$ cat config.mk
export PLATFORM = sky130hd
export DESIGN_NAME = arbitro_jogadores
export DESIGN_NICKNAME = d
export VERILOG_FILES = /design/src/rtl/arbitro_jogadores.sv
export SDC_FILE = /design/constraint.sdc
export NUM_CORES = 1
export LEC_CHECK = 0
export ABC_AREA = 1
export BUFFER_PORTS_ARGS = -buffer_cell sky130_fd_sc_hd__buf_4
export CAP_MARGIN = 20
export CORE_MARGIN = 2
export CORE_UTILIZATION = 57
export CTS_BUF_LIST = sky130_fd_sc_hd__clkbuf_16
export DETAILED_ROUTE_END_ITERATION = 10
export PLACE_DENSITY = 0.89
export SYNTH_ARGS = -nofsm -noshare
export SYNTH_HDL_FRONTEND = slang
export SYNTH_SLANG_ARGS = --single-unit
$ cat constraint.sdc
create_clock -name clock -period 5.3 [get_ports clock]
set_input_delay 0.795 -clock clock [delete_from_list [all_inputs] [get_ports clock]]
set_output_delay 0.795 -clock clock [all_outputs]
set_load 0.02 [all_outputs]
$ cat src/rtl/arbitro_jogadores.sv
// arbitro_jogadores: buzzer arbiter and turn scheduler with answer timer, lockout and per-player saturating scores
module arbitro_jogadores #(
  parameter int NUM_JOG = 4,
  parameter int ID_W = 2,
  parameter int PLACAR_W = 4,
  parameter int TEMPO_RESPOSTA = 5000,
  parameter int TIMER_W = 13
) (
  input  logic                         clock,
  input  logic                         reset,
  input  logic                         inicia_rodada,
  input  logic                         cancela,
  input  logic                         zera_placar,
  input  logic [NUM_JOG-1:0]           botoes,
  input  logic                         resposta_pronta,
  input  logic                         resposta_certa,
  output logic [NUM_JOG-1:0]           concede,
  output logic [ID_W-1:0]              jogador_id,
  output logic                         ativo,
  output logic [NUM_JOG-1:0]           bloqueados,
  output logic                         rodada_fim,
  output logic                         houve_vencedor,
  output logic [NUM_JOG*PLACAR_W-1:0]  placares,
  output logic [3:0]                   db_estado
);
  typedef enum logic [2:0] {
    OCIOSO    = 3'd0,
    ARMADO    = 3'd1,
    CONCEDIDO = 3'd2,
    VERIFICA  = 3'd3,
    FIM       = 3'd4
  } estado_t;
  estado_t estado;
  logic [NUM_JOG-1:0] botoes_ant, cand;
  logic [ID_W-1:0] ptr, venc, idx;
  logic achou, acerto;
  logic [TIMER_W-1:0] timer;
  logic [PLACAR_W-1:0] placar [NUM_JOG];
  assign cand = botoes & ~botoes_ant & ~bloqueados;
  assign acerto = (estado == CONCEDIDO) && !cancela && resposta_pronta && resposta_certa;
  always_comb db_estado = (estado inside {OCIOSO, ARMADO, CONCEDIDO, VERIFICA, FIM}) ? {1'b0, estado} : 4'hB;
  // round-robin: descending scan so the candidate closest to ptr is the last one written
  always_comb begin
    achou = 1'b0;
    venc = '0;
    idx = '0;
    for (int k = NUM_JOG-1; k >= 0; k--) begin
      idx = ID_W'((int'(ptr) + k) % NUM_JOG);
      if (cand[idx]) begin
        achou = 1'b1;
        venc = idx;
      end
    end
  end
  always_ff @(posedge clock or posedge reset) begin
    if (reset) begin
      estado <= OCIOSO;
      botoes_ant <= '0;
      ptr <= '0;
      timer <= '0;
      concede <= '0;
      jogador_id <= '0;
      ativo <= 1'b0;
      bloqueados <= '0;
      rodada_fim <= 1'b0;
      houve_vencedor <= 1'b0;
    end else begin
      botoes_ant <= botoes;
      concede <= '0;
      ativo <= 1'b0;
      rodada_fim <= 1'b0;
      if (cancela && estado != OCIOSO) estado <= OCIOSO;
      else case (estado)
        OCIOSO: if (inicia_rodada) begin
          estado <= ARMADO;
          bloqueados <= '0;
          houve_vencedor <= 1'b0;
        end
        ARMADO: if (achou) begin
          estado <= CONCEDIDO;
          jogador_id <= venc;
          timer <= '0;
          ptr <= ID_W'((int'(venc) + 1) % NUM_JOG);
          concede <= NUM_JOG'(1) << venc;
          ativo <= 1'b1;
        end
        CONCEDIDO: if (resposta_pronta && resposta_certa) begin
          estado <= FIM;
          houve_vencedor <= 1'b1;
          rodada_fim <= 1'b1;
        end else if (resposta_pronta || timer == TIMER_W'(TEMPO_RESPOSTA-1)) begin
          bloqueados[jogador_id] <= 1'b1;
          estado <= VERIFICA;
        end else begin
          timer <= timer + 1'b1;
          concede <= concede;
          ativo <= 1'b1;
        end
        VERIFICA: if (&bloqueados) begin
          estado <= FIM;
          houve_vencedor <= 1'b0;
          rodada_fim <= 1'b1;
        end else estado <= ARMADO;
        FIM: estado <= OCIOSO;
        default: estado <= OCIOSO;
      endcase
    end
  end
  always_ff @(posedge clock or posedge reset) begin
    if (reset) for (int i = 0; i < NUM_JOG; i++) placar[i] <= '0;
    else if (zera_placar) for (int i = 0; i < NUM_JOG; i++) placar[i] <= '0;
    else if (acerto && placar[jogador_id] != '1) placar[jogador_id] <= placar[jogador_id] + 1'b1;
  end
  for (genvar g = 0; g < NUM_JOG; g++) begin : g_placar
    assign placares[g*PLACAR_W +: PLACAR_W] = placar[g];
  end
endmodule

==> flow_summary.yaml <==
synthesis:
  synth_compound_area_share_pct: 9.62
  ys_seq_elements: 51
  synth-simple-area-share_pct: 36.3
  syn-num-nets: 404
  syn_area_per_cell_sq_um: 7.70
  yosys_warnings: 0
  synth_xor_area_share_pct: 2.31
  synth_cell_type_count: 37
  synthMuxAreaShare_pct: 0
  syn_area_sq_um: 2980
  synth_fa_ha_area_share_pct: 2.52
  synthCells: 387
  synth_top_family_by_area: "simple AND/OR/NAND/NOR gates"
  seq_area_frac_synth_pct: 42.8
cts:
  cts_setup_buffers: 0
  cts_resized: 0
  cts.sinks: 51
  numCtsBuffers: 5
  cts_tree: "built"
  clockRootBuffer: "clkbuf_16"
  clkTransAtPathRegs_ns: 0.07
  cts_buffer_depth: 2
  worstSkewPairLatency_ns: 0.29
  h-tree-depth: 2
  cts_hold_buf: 0
placement:
  place_inst: 495
  gp_congestion: 0.905
  portBuffers: 43
  hpwl_mm: 4.98
setup_path:
  worstPathArrival_ns: 2.50
  reg2reg_to: "timer[12]"
  path_max_fanout: 22
  worst_setup_path_start_kind: "flop"
  rrSetupSlack_ns: 2.98
  crit_path_start: "estado[2]"
  r2r-start: "estado[2]"
  path_class: "flop to flop"
  cp_data_required_time_ns: 5.48
  cp-end-kind: "flop"
  r2r_cells: 8
floorplanning:
  start_util_pct: 58.7
  io_pins: 44
  die_y_microns: 76.3
  core_sq_um: 5070
  fp.dieW_microns: 76.3
  rows: 26
  dieArea_sq_um: 5820
run_status:
  status: "finished clean"
timing:
  rsz0062_at_grt: "false"
  slew_headroom_pct: 61.4
  fin_crit_ns: 2.32
  worstMarginPinSlew_ns: 0.577
  period_share_pct: 43.7
  finClkSkew_ns: 0.00653
  slew_viol_final: 0
  final-setup-viol-count: 0
  finalHoldViolCount: 0
  setup-tns-final_ns: 0
  fmax_mhz: 432
final_layout:
  layout.nets: 450
  syn_to_final_growth_pct: 17.9
  layout_commonest_cell: "nand2_1"
  multi_input_area_sq_um: 1510
  fill_cells: 415
  stdcell_count: 504
  seqCellArea_sq_um: 1280
  final_layout_size_suffix_gt1_share_pct: 21.7
  mostFrequentLayoutCells: "nand2_1, dfrtp_1, buf_4"
  n_antenna_cell: 0
drt:
  drt-wirelength-per-cell_microns: 13.7
  met2RoutedLength_mm: 3.30
  viasPerCell: 5.64
  wl_met3_microns: 408
  first_pass_iters: 6
  dr_total_vias: 2842
  antenna_left: 0
  drtIter0Drc: 209
  wl_met1_mm: 3.04
  drc: 0
  routed_wl_mm: 6.91
  dr.max_layer_used: "met4"
power_and_ir_drop:
  peakVddDrop_mv: 0.293
  powerDensity_nw_per_um2: 437
  p_leak_uw: 0.00179
run:
  maxCapViolCount: 0
global_routing:
  grt_pass1_vias: 2606
  grt_overflow: 0
  grt_pass1_wl_mm: 11.8
  track_usage_pct: 24.9
  grt_start_max_net_pins: 52
  antenna_found_initial: 0
worst_hold_path:
  hold_path_class: "primary input to asynchronous set/reset pin"
==> kinds of logic after synthesis <==
family | Yosys count
AO/OA/AOI/OAI | 44
XOR/XNOR | 7
AND/OR/NAND/NOR | 233
flip-flops | 51
adder cells (fa/ha/maj) | 6
buffers and inverters | 46
==> per-layer routing <==
layer / up-vias / GRT usage (%)
met5: - / 0
met4: 0 / 8.73
met3: 19 / 4.38
met2: 123 / 40.6
met1: 1344 / 33.8
li1: 1356 / -
==> sequential cells by signal (all words and copies together), names as in the netlist <==
name / cells
jogador_id: 2
placares: 16
timer: 13
concede: 4
ativo: 1
rodada_fim: 1
bloqueados: 4
houve_vencedor: 1
estado: 3
ptr: 2
botoes_ant: 4
==> worst max-delay path by stage <==
stage                           end  slack [ns]  depth (start not counted)
after floorplan               ativo        3.28                          1
after global placement     timer[9]        2.86                         11
after detailed placement  timer[12]        2.76                         11
after CTS                 timer[12]        2.98                          8
after global routing      timer[12]        2.71                          8
final                     timer[12]        2.98                          8
==> worst max-delay path: stages (launching register included) <==
cell     delay (ns)
dfrtp_1        0.45
nor3_4         0.54
nand3_2        0.23
nand2_1        0.16
a21oi_2        0.04
nand2_2        0.43
inv_1          0.18
nand2_1        0.10
nand2_1        0.06
==> synth_stat cells <==
master | instances | area (sq um)
nor3_4 | 1 | 16.3
a21oi_1 | 12 | 60.1
inv_1 | 36 | 135
a211oi_1 | 1 | 7.51
nand3_2 | 5 | 50.1
o21ai_0 | 8 | 40.0
buf_4 | 1 | 7.51
clkinv_1 | 1 | 3.75
xnor2_1 | 2 | 17.5
o31ai_1 | 1 | 7.51
xor2_1 | 4 | 35.0
a21oi_2 | 1 | 8.76
nand3b_1 | 3 | 22.5
xnor2_2 | 1 | 16.3
o21ai_1 | 2 | 10.0
nor2_4 | 3 | 33.8
nor2_2 | 5 | 31.3
nand2_2 | 12 | 75.1
o21ai_2 | 8 | 70.1
buf_6 | 2 | 22.5
nand2_1 | 123 | 462
nor3_2 | 1 | 10.0
a31oi_1 | 1 | 6.26
o211ai_1 | 2 | 15.0
nand3_1 | 42 | 210
or2_2 | 1 | 6.26
clkbuf_1 | 2 | 7.51
nor2_1 | 24 | 90.1
inv_2 | 4 | 15.0
ha_1 | 6 | 75.1
o21a_1 | 1 | 7.51
dfrtp_1 | 51 | 1280
nand4_1 | 7 | 43.8
nor3_1 | 6 | 30.0
a22oi_1 | 5 | 37.5
o2111ai_1 | 1 | 8.76
a21boi_0 | 1 | 7.51
==> power by group <==
| part | internal [uW] | switching [uW] | leakage [uW] |
|---|---|---|---|
| sequential | 444 | 67.1 | 0.000687 |
| clock | 173 | 143 | 0.0000710 |
| combinational | 227 | 482 | 0.00103 |
| total | 844 | 692 | 0.00179 |
==> final cells by class <==
class | instances | share of cell area (%)
multi-input combinational | 290 | 43.0
tap | 70 | 2.49
timing repair buffer | 44 | 9.76
inverter | 41 | 4.38
clock inverter | 3 | 0.463
sequential | 51 | 36.3
clock buffer | 5 | 3.56
==> stage by stage <==
stage / total power, uW / util [%] / cell area (sq um) / setup WS [ns] / hold WS [ns]
global placement: 1180 / 66.1 / 3350 / 2.86 / 0.476
global route: 1650 / 69.2 / 3510 / 2.71 / 0.502
finish: 1540 / 69.2 / 3510 / 2.98 / 0.473
floorplan: 1040 / - / 2980 / 3.28 / 0.467
detailed placement: 1210 / 66.1 / 3350 / 2.76 / 0.480
CTS: 1530 / 68.8 / 3490 / 2.98 / 0.496
Power figures use the tool's default switching activity.
